===== src/rtl/mealy_seq_pkg.sv =====
// Shared types and parameter limits for the serial pattern detector.
package mealy_seq_pkg;

  typedef enum logic {
    S_UNARMED = 1'b0,
    S_ARMED   = 1'b1
  } state_e;

  localparam int unsigned PAT_LEN_MIN = 2;
  localparam int unsigned PAT_LEN_MAX = 32;
  localparam int unsigned CNT_W_MIN   = 1;

  function automatic bit pat_len_ok(input int unsigned n);
    return (n >= PAT_LEN_MIN) && (n <= PAT_LEN_MAX);
  endfunction

endpackage


===== src/rtl/mealy_seq_detect_sat_counter.sv =====
// Saturating up-counter with synchronous reset and clear; clear wins over increment.
module sat_counter #(
  parameter int unsigned W = 8
) (
  input  logic         clk,
  input  logic         reset,
  input  logic         clr,
  input  logic         inc,
  output logic [W-1:0] q
);

  logic [W-1:0] cnt_q;
  logic [W-1:0] cnt_d;

  always_comb begin
    cnt_d = cnt_q;
    if (clr) begin
      cnt_d = '0;
    end else if (inc && (cnt_q != '1)) begin
      cnt_d = cnt_q + W'(1);
    end
  end

  always_ff @(posedge clk) begin
    if (reset) begin
      cnt_q <= '0;
    end else begin
      cnt_q <= cnt_d;
    end
  end

  assign q = cnt_q;

endmodule


===== src/rtl/mealy_seq_detect.sv =====
// Serial bit-pattern detector: loadable pattern, overlap/non-overlap mode,
// Mealy or registered match output, saturating match counter.
module mealy_seq_detect
  import mealy_seq_pkg::*;
#(
  parameter int unsigned PAT_LEN = 4,
  parameter int unsigned CNT_W   = 8,
  parameter int unsigned REG_OUT = 0
) (
  input  logic               clk,
  input  logic               reset,
  input  logic               load,
  input  logic [PAT_LEN-1:0] pattern,
  input  logic               overlap,
  input  logic               in_valid,
  input  logic               in_bit,
  output logic               match,
  output logic [CNT_W-1:0]   match_count,
  output logic               armed
);

  localparam int unsigned HW = PAT_LEN - 1;
  localparam int unsigned FW = (PAT_LEN > 2) ? $clog2(PAT_LEN) : 1;
  localparam logic [FW-1:0] FILL_MAX = FW'(PAT_LEN - 1);

  if (!pat_len_ok(PAT_LEN)) begin : g_bad_pat_len
    $error("mealy_seq_detect: PAT_LEN out of range");
  end
  if (CNT_W < CNT_W_MIN) begin : g_bad_cnt_w
    $error("mealy_seq_detect: CNT_W too small");
  end

  state_e             state_q, state_d;
  logic [PAT_LEN-1:0] pat_q, pat_d;
  logic               ovl_q, ovl_d;
  logic [HW-1:0]      hist_q, hist_d;
  logic [FW-1:0]      fill_q, fill_d;
  logic               hit;

  always_comb begin
    state_d = state_q;
    pat_d   = pat_q;
    ovl_d   = ovl_q;
    hist_d  = hist_q;
    fill_d  = fill_q;
    hit     = 1'b0;

    if (load) begin
      state_d = S_ARMED;
      pat_d   = pattern;
      ovl_d   = overlap;
      hist_d  = '0;
      fill_d  = '0;
    end else if ((state_q == S_ARMED) && in_valid) begin
      hit    = (fill_q == FILL_MAX) && ({hist_q, in_bit} == pat_q);
      hist_d = HW'({hist_q, in_bit});
      // Non-overlap restarts the fill so bits of a completed match are not reused.
      if (hit && !ovl_q) begin
        fill_d = '0;
      end else if (fill_q != FILL_MAX) begin
        fill_d = fill_q + FW'(1);
      end
    end
  end

  always_ff @(posedge clk) begin
    if (reset) begin
      state_q <= S_UNARMED;
      pat_q   <= '0;
      ovl_q   <= 1'b0;
      hist_q  <= '0;
      fill_q  <= '0;
    end else begin
      state_q <= state_d;
      pat_q   <= pat_d;
      ovl_q   <= ovl_d;
      hist_q  <= hist_d;
      fill_q  <= fill_d;
    end
  end

  sat_counter #(
    .W(CNT_W)
  ) u_cnt (
    .clk  (clk),
    .reset(reset),
    .clr  (load),
    .inc  (hit),
    .q    (match_count)
  );

  if (REG_OUT != 0) begin : g_reg_out
    logic match_q;
    always_ff @(posedge clk) begin
      if (reset) begin
        match_q <= 1'b0;
      end else begin
        match_q <= hit;
      end
    end
    assign match = match_q;
  end else begin : g_mealy_out
    assign match = hit;
  end

  assign armed = (state_q == S_ARMED);

endmodule


===== config.mk =====
export PLATFORM = sky130hd
export DESIGN_NAME = mealy_seq_detect
export DESIGN_NICKNAME = d
export VERILOG_FILES = /design/src/rtl/mealy_seq_pkg.sv /design/src/rtl/mealy_seq_detect_sat_counter.sv /design/src/rtl/mealy_seq_detect.sv
export SDC_FILE = /design/constraint.sdc
export NUM_CORES = 1
export LEC_CHECK = 0
export ABC_AREA = 1
export CORE_UTILIZATION = 46
export CTS_CLUSTER_SIZE = 20
export DETAILED_ROUTE_END_ITERATION = 6
export PLACE_DENSITY = 0.81
export SYNTH_ARGS = -nofsm -noshare
export SYNTH_HDL_FRONTEND = slang
export SYNTH_SLANG_ARGS = --single-unit

===== constraint.sdc =====
create_clock -name clk -period 1.4 [get_ports clk]
set_clock_uncertainty 0.15 [all_clocks]
set_input_delay 0.28 -clock clk [delete_from_list [all_inputs] [get_ports clk]]
set_output_delay 0.28 -clock clk [all_outputs]
set_load 0.01 [all_outputs]

==> metrics list, run 1 <==
- The flow ran to the end, but the final reports show violations.
- Failing checks: negative setup slack
- Cells taking the most area after synthesis: dfxtp_1 (34%), nand2_1 (10%), nor2_1 (9.0%)
- DR pass1 iterations: 4
- Final worst hold slack: 309 ps
* Number of nets at the end of the flow: 225
- Placeable Area: 2250 um2
* Area added between synthesis and finish: 52.4%
- The first global-routing pass estimated 4510 um of wire.
- For this run, the total global-route usage over all layers was measured as 0.233.
- For the finished layout, the period the worst path requires is 1750 ps.
- Number of flip-flops and latches in the synthesized netlist: 19
* Filler instances: 181
* Count of routing violations after the opening detailed-route iteration: 18
- Measured on the finished design, the core utilization comes to 0.760.
- The initialized floorplan defines 17 standard-cell rows.
* Total Die Area: 2640 um2
* Number of buffers inserted during clock tree synthesis: 3
- Clock tree synthesis found a total of 19 sinks.
- CTS built an H-tree with a depth of 1.
- Max-cap violations in this run came to 0.
- The clock reaches the later pin of the worst-skew pair after 310 ps.
* Pin count of the biggest net entering global routing: 13
* Period utilization: 1.25
* Number of global-route vias before repair: 1127
- Worst Tran Pin Value: 200 ps
- Cell count after synthesis: 159
- During placement, the flow inserted port buffers numbering 19.
- In the routed design, unresolved DRC markers number 0.
- Detailed Route WL: 2740 um
- Pint: 752 uW
* Worst slew margin relative to its limit: 0.866
- The share of total power dissipated in the clock network is 0.278.
- After layout, the worst setup slack is -345 ps.
- The detail route stage leaves a number of antenna-violating nets equal to 0.
* DR vias/cell: 4.88
- Net Sw Power: 282 uW
- Detailed routing inserted a total of 1170 vias.
- CTS tree: done
- Starting density of the core: 0.498
- STA classifies the critical path startpoint as a flip-flop.
- The number of antenna violations at the first check in global routing was 0.
- The design draws 1.03 mW.
- The share of total power dissipated in combinational logic is 0.176.
- The number of placed instances, taps included, is 232.
* Number of cells in the finished layout apart from fillers: 240
- Met2 capacity usage during global routing: 0.420
- Of the total power, the share spent switching nets is 0.273.
- The worst setup path is of the flip-flop to output pin kind.
- Derived from the worst setup path, the maximum achievable clock frequency is 0.573 GHz.
- The die is 51.4 um tall.
- Dividing total power by cell area gives a power density of 604 nW/um2.
* Routing layer with the top usage in global route: met2
* Arrival time reported for the critical path endpoint: 1320 ps
* Library cell with the largest summed area after synthesis: dfxtp_1
* Clock transition at the registers of the reported paths: 100 ps
* Static leakage power: 0.820 nW
* Cell at the root of the clock tree: clkbuf_4
- The final hold violation count is 0.
- CP max FO: 2
* Die boundary width: 51.4 um
* Number of max-slew violations in the final report: 0
- I/O pin count: 20
* Global routing met3 resource utilization: 0.0357
- The number of different library cells used by synthesis comes to 25.
- After detailed routing, the average wire length per cell comes to 11.4 um.
- Setup violations remaining at the end of the flow were counted as 11.
* R2R setup slack: -240 ps
* Worst IR drop on VDD: 0.000600 V
* Area share of the leading cell type in the synthesized netlist: 0.339
- Antenna diode instance count: 0
- In this run the worst hold path is classified as primary input to flip-flop.
- Counting every net in the synthesized netlist gives 171.
- Global routing finished with a remaining overflow of 0.
- Setup repair after global routing could not meet its margin everywhere.
- Met1 Resource Use GR: 0.259
* Worst Path Required: 970 ps
* Yosys warning count: 0
- After synthesis the cells add up to 1120 um2.
- STA classifies the critical path endpoint as an output pin.
- After legalization and detailed placement, the total HPWL measured 2030 um.
- The share of the Yosys chip area taken by registers is 0.339.
- Buffer depth of the longest clock path: 2
* Gp weighted congestion: 0.808
- Mean instance size in the synthesized netlist: 7.07 um2
- In the final layout, the share of cells above drive strength 1 is 0.453.
- Reg power frac: 0.546
[logic make-up (layout without fill, tap and decap cells)]
logic type               after synthesis  count (layout)  share of synthesized area
AO/OA/AOI/OAI                         15              15                     0.0791
adder cells (fa/ha/maj)                2               2                     0.0223
buffers and inverters                 32              85                      0.110
flip-flops                            19              19                      0.339
AND/OR/NAND/NOR                       91              91                      0.450
[worst max-delay path, cell delays in order (launching register included)]
cell	delay (ps)
dfxtp_1	370
inv_2	50
nand2_1	100
nand2_2	100
inv_2	80
nand3_4	100
nor2_8	100
buf_6	100
[routing by layer]
layer / routed length (um) / vias to the layer above
li1: - / 603
met1: 1140 / 541
met2: 1470 / 21
met3: 77 / 5
met4: 54 / 0
met5: 0 / -
[metrics by stage]
| stage | setup TNS [ps] | setup slack, ps | area [um2] |
|---|---|---|---|
| 2_1_floorplan | -229 | -58.6 | 1170 |
| 3_3_place_gp | -7470 | -847 | 1600 |
| 3_5_place_dp | -8200 | -881 | 1600 |
| 4_1_cts | -1750 | -364 | 1640 |
| 5_1_grt | -3030 | -401 | 1710 |
| 6_report | -2020 | -345 | 1710 |
[power groups by stage]
stage                     registers [mW]  clock network, mW  logic (mW)
after floorplan                    0.575                  0      0.0847
after global placement             0.575                  0       0.163
after detailed placement           0.576                  0       0.170
after CTS                          0.566              0.305       0.172
after global routing               0.568              0.317       0.199
final                              0.565              0.288       0.182
[cells in the mapped netlist (all sizes together)]
| cell | instances |
|---|---|
| nor3 | 3 |
| o21ai | 5 |
| nand3b | 1 |
| dfxtp | 19 |
| a31oi | 1 |
| nand3 | 9 |
| nor2 | 34 |
| nand2 | 39 |
| inv | 30 |
| a211oi | 5 |
| ha | 2 |
| clkbuf | 2 |
| a21oi | 4 |
| nand4 | 5 |
[registers in the layout, indices dropped and copies added, names as in the netlist]
name     flops
u_cnt.q      8
pat_q        4
hist_q       3
fill_q       2
armed        1
ovl_q        1
[final cells by class]
| type | instances | area [um2] | area share |
|---|---|---|---|
| sequential | 19 | 404 | 0.236 |
| timing repair inverter | 1 | 7.51 | 0.00438 |
| timing repair buffer | 50 | 414 | 0.242 |
| clock buffer | 4 | 26.3 | 0.0153 |
| inverter | 30 | 116 | 0.0679 |
| tap | 28 | 35.0 | 0.0205 |
| multi-input combinational | 108 | 709 | 0.414 |
[worst paths after layout]
path | startpoint | end | cells after the start
worst min register to register | hist_q[2] | hist_q[2] | 2
worst max-delay path | hist_q[0] | match | 7
worst max register to register | fill_q[0] | u_cnt.q[2] | 11
worst min-delay path | in_bit | hist_q[0] | 3
[repair_timing]
action / CTS / global route
setup buffers: 2 / 2
gates cloned: 0 / 1
setup endpoints to repair: 20 / 21
pin swaps: 8 / 14
resized for setup: 36 / 22
hold buffers: 0 / 0
[placed cells by master, fill, tap and decap left out, drive strengths merged]
cell type / n
o21ai: 5
dlygate4sd2: 5
dfxtp: 19
clkbuf: 5
clkinvlp: 2
a21oi: 4
nor2: 34
ha: 2
nand4: 5
inv: 29
a211oi: 5
nand3: 9
a31oi: 1
nand2: 39
clkdlybuf4s50: 8
nor3: 3
buf: 34
clkdlybuf4s15: 2
nand3b: 1
No activity file was read; power rests on OpenSTA's default activity.
==> inputs of run 2 (changes only) <==
Settings changed: CORE_UTILIZATION 46 to 50, PLACE_DENSITY 0.81 to 0.83.
Clock period 1.4 ns to 2.1 ns, I/O delays scaled along.
==> run 2 against run 1 <==
- the run now ends clean
- combinational power is 45% lower
- via count is 11% lower
- die area is 7.7% lower
- non-clock buffer count is 22 lower
- clock power is 35% lower
- sequential share of layout area is 3.0 points higher
- wire length is 16% lower
- count of clock-buffer cells in the layout is 1 lower
- first-iteration DRC count is 11% lower
- worst hold slack better by 20 ps
==> metrics list, run 2 (synthesis results as in run 1) <==
- Status: complete, no violations (was finished with violations)
* Pre-CTS setup slack: -436 ps (was -881 ps)
- The most frequent standard cell in the layout excluding fill and tap cells was nand2_1 (was buf_4).
* Cell at the root of the clock tree: clkbuf_4 (unchanged)
* Clock transition at the registers of the reported paths: 110 ps (was 100 ps)
- The signed area change from the synthesized netlist to the final layout was 27.4% (was 52.4%).
- The total number of vias came to 1038 (was 1170).
- Post-layout worst setup margin: 97.7 ps (was -345 ps)
* Buffer depth of the longest clock path: 2 (unchanged)
- Clock period minus worst slack: 2000 ps
* Detailed Route WL: 2290 um (was 2740 um)
- The per-cell routed wire length is 10.6 um (was 11.4 um).
- The number of antenna violations at the first check in global routing was 0 (unchanged).
- Highest-count cells in the layout ignoring fill and taps: nand2_1 (30), nor2_1 (27), inv_1 (26) (was buf_4 (28), nor2_1 (26), inv_1 (22))
* CTS tree: done (unchanged)
* Share of cells above drive strength 1: 0.212 (was 0.453)
* Pin count of the biggest net entering global routing: 14 (was 13)
- For this run, the top clock speed supported by timing is 0.499 GHz.
* Final instance area: 1430 um2 (was 1710 um2)
- The number of max-cap violations was 0 (unchanged).
- Gp weighted congestion: 0.838 (was 0.808)
- Placeable Area: 2040 um2 (was 2250 um2)
- Hold-fix buffer count after cts: 0 (unchanged)
- # H-tree levels: 1 (unchanged)
- Unrepaired setup endpoints after global routing: false (was true)
- The wire length of the first global-routing pass came to 4140 um (was 4510 um).
- The setup TNS after final layout was 0 ps (was -2020 ps).
- Number of sinks on the clock net: 19 (unchanged)
* Kind of start point of the critical path: primary input (was flip-flop)
* DR DRC count: 0 (unchanged)
* Worst Tran Pin Value: 335 ps (was 200 ps)
- Static leakage power: 0.647 nW (was 0.820 nW)
* Insertion delay to the later sink of the worst-skew pair: 290 ps (was 310 ps)
* Finish-stage setup viols: 0 (was 11)
- The number of diodes added for antenna fixing was 0 (unchanged).
- The power density over cell area is 464 nW/um2 (was 604 nW/um2).
* Number of buffers inserted during clock tree synthesis: 3 (unchanged)
- Total GRT Usage: 0.215 (was 0.233)
- Starting density of the core: 0.550 (was 0.498)
- The die span in y is 49.4 um (was 51.4 um).
- Max FFs per register: 8 (unchanged)
- Fin. Hold Viols: 0 (unchanged)
- Detailed placer's ending HPWL: 1830 um (was 2030 um)
- The number of design-rule violations left by the first detailed-router iteration was 16 (was 18).
* WS Path Type: primary input to output pin (was flip-flop to output pin)
- The data arrival time at the worst-slack endpoint is 1430 ps (was 1320 ps).
- CP max FO: 2 (unchanged)
- The number of core rows came to 16 (was 17).
- The capturing element type of the critical path is an output pin (unchanged).
- The relative slew slack was 0.776 (was 0.866).
- The number of global-route vias before repair came to 1004 (was 1127).
- The count of buffers from port buffering came to 19 (unchanged).
* Period utilization: 0.953
- The I/O pin total is 20 (unchanged).
- Number of max-slew violations in the final report: 0 (unchanged)
- The average via count per standard cell came to 4.81 (was 4.88).
- DR pass1 iterations: 4 (unchanged)
- The final hold slack is 329 ps (was 309 ps).
- The count of antenna-violating nets left after detailed routing was 0 (unchanged).
* Number of nets at the end of the flow: 202 (was 225)
- The total grt overflow was 0 (unchanged).
- The path category of the worst min-delay check is flip-flop to flip-flop (was primary input to flip-flop).
- The worst endpoint required time is 1530 ps (was 970 ps).
- Total Die Area: 2440 um2 (was 2640 um2)
- The overall die width was 49.4 um (was 51.4 um).
* Post-placement cell area: 1390 um2 (was 1600 um2)
- The highest ir drop seen on vdd came to 0.000362 V (was 0.000600 V).
==> run 2: per-layer routing <==
metal	track usage	up-vias	wire (um)	part of all wire
met2	0.409	8	1200	0.52
li1	-	553	-	-
met3	0.0405	2	47	0.020
met5	0	-	0	0
met1	0.250	475	1040	0.46
met4	0.0286	0	4	0.0017
==> run 2: what timing repair did <==
item,CTS,global route
endpoints found under the setup margin,1,1
pin swaps,2,0
cloned,0,0
gates resized for setup,4,2
buffers inserted,2,0
==> run 2: cell type report <==
| type | count | area [um2] |
|---|---|---|
| tap | 27 | 33.8 |
| multi-input combinational | 108 | 622 |
| timing repair buffer | 28 | 255 |
| clock inverter | 1 | 5.00 |
| inverter | 30 | 113 |
| clock buffer | 3 | 22.5 |
| fill | 175 | 611 |
| sequential | 19 | 380 |
==> run 2: stage by stage <==
step                cells  power, mW  utilization
floorplan             159      0.442            -
global placement      210      0.478        0.680
detailed placement    210      0.482        0.680
CTS                   216      0.677        0.699
global route          216      0.703        0.701
finish                216      0.664        0.701
==> run 2: power breakdown <==
group | switching (mW) | internal (mW) | leakage (nW) | total, mW
combinational | 0.0528 | 0.0478 | 0.474 | 0.101
clock | 0.115 | 0.0708 | 0.0177 | 0.186
sequential | 0.00709 | 0.371 | 0.155 | 0.378
total | 0.175 | 0.490 | 0.647 | 0.664
==> run 2: worst paths after layout <==
| check | slack [ps] | end | cells past startpoint | from |
|---|---|---|---|---|
| worst min-delay path | 330 | hist_q[1] | 2 | hist_q[0] |
| worst max-delay path | 100 | match | 6 | in_valid |
| worst min register to register | 330 | hist_q[1] | 2 | hist_q[0] |
| worst max register to register | 420 | u_cnt.q[0] | 8 | u_cnt.q[0] |
==> run 2: critical path, cell delays in order <==
cell and delay, ps:
clkdlybuf4s50_1 490, nand2_2 80, nor2_4 100, inv_1 100, nor2_8 110, buf_2 130
==> inputs of run 3 (changes only) <==
Settings changed: CAP_MARGIN set to 25, SLEW_MARGIN set to 40.
==> results of run 3 <==
The final DEF is identical to that of run 2; final timing and power are the same.
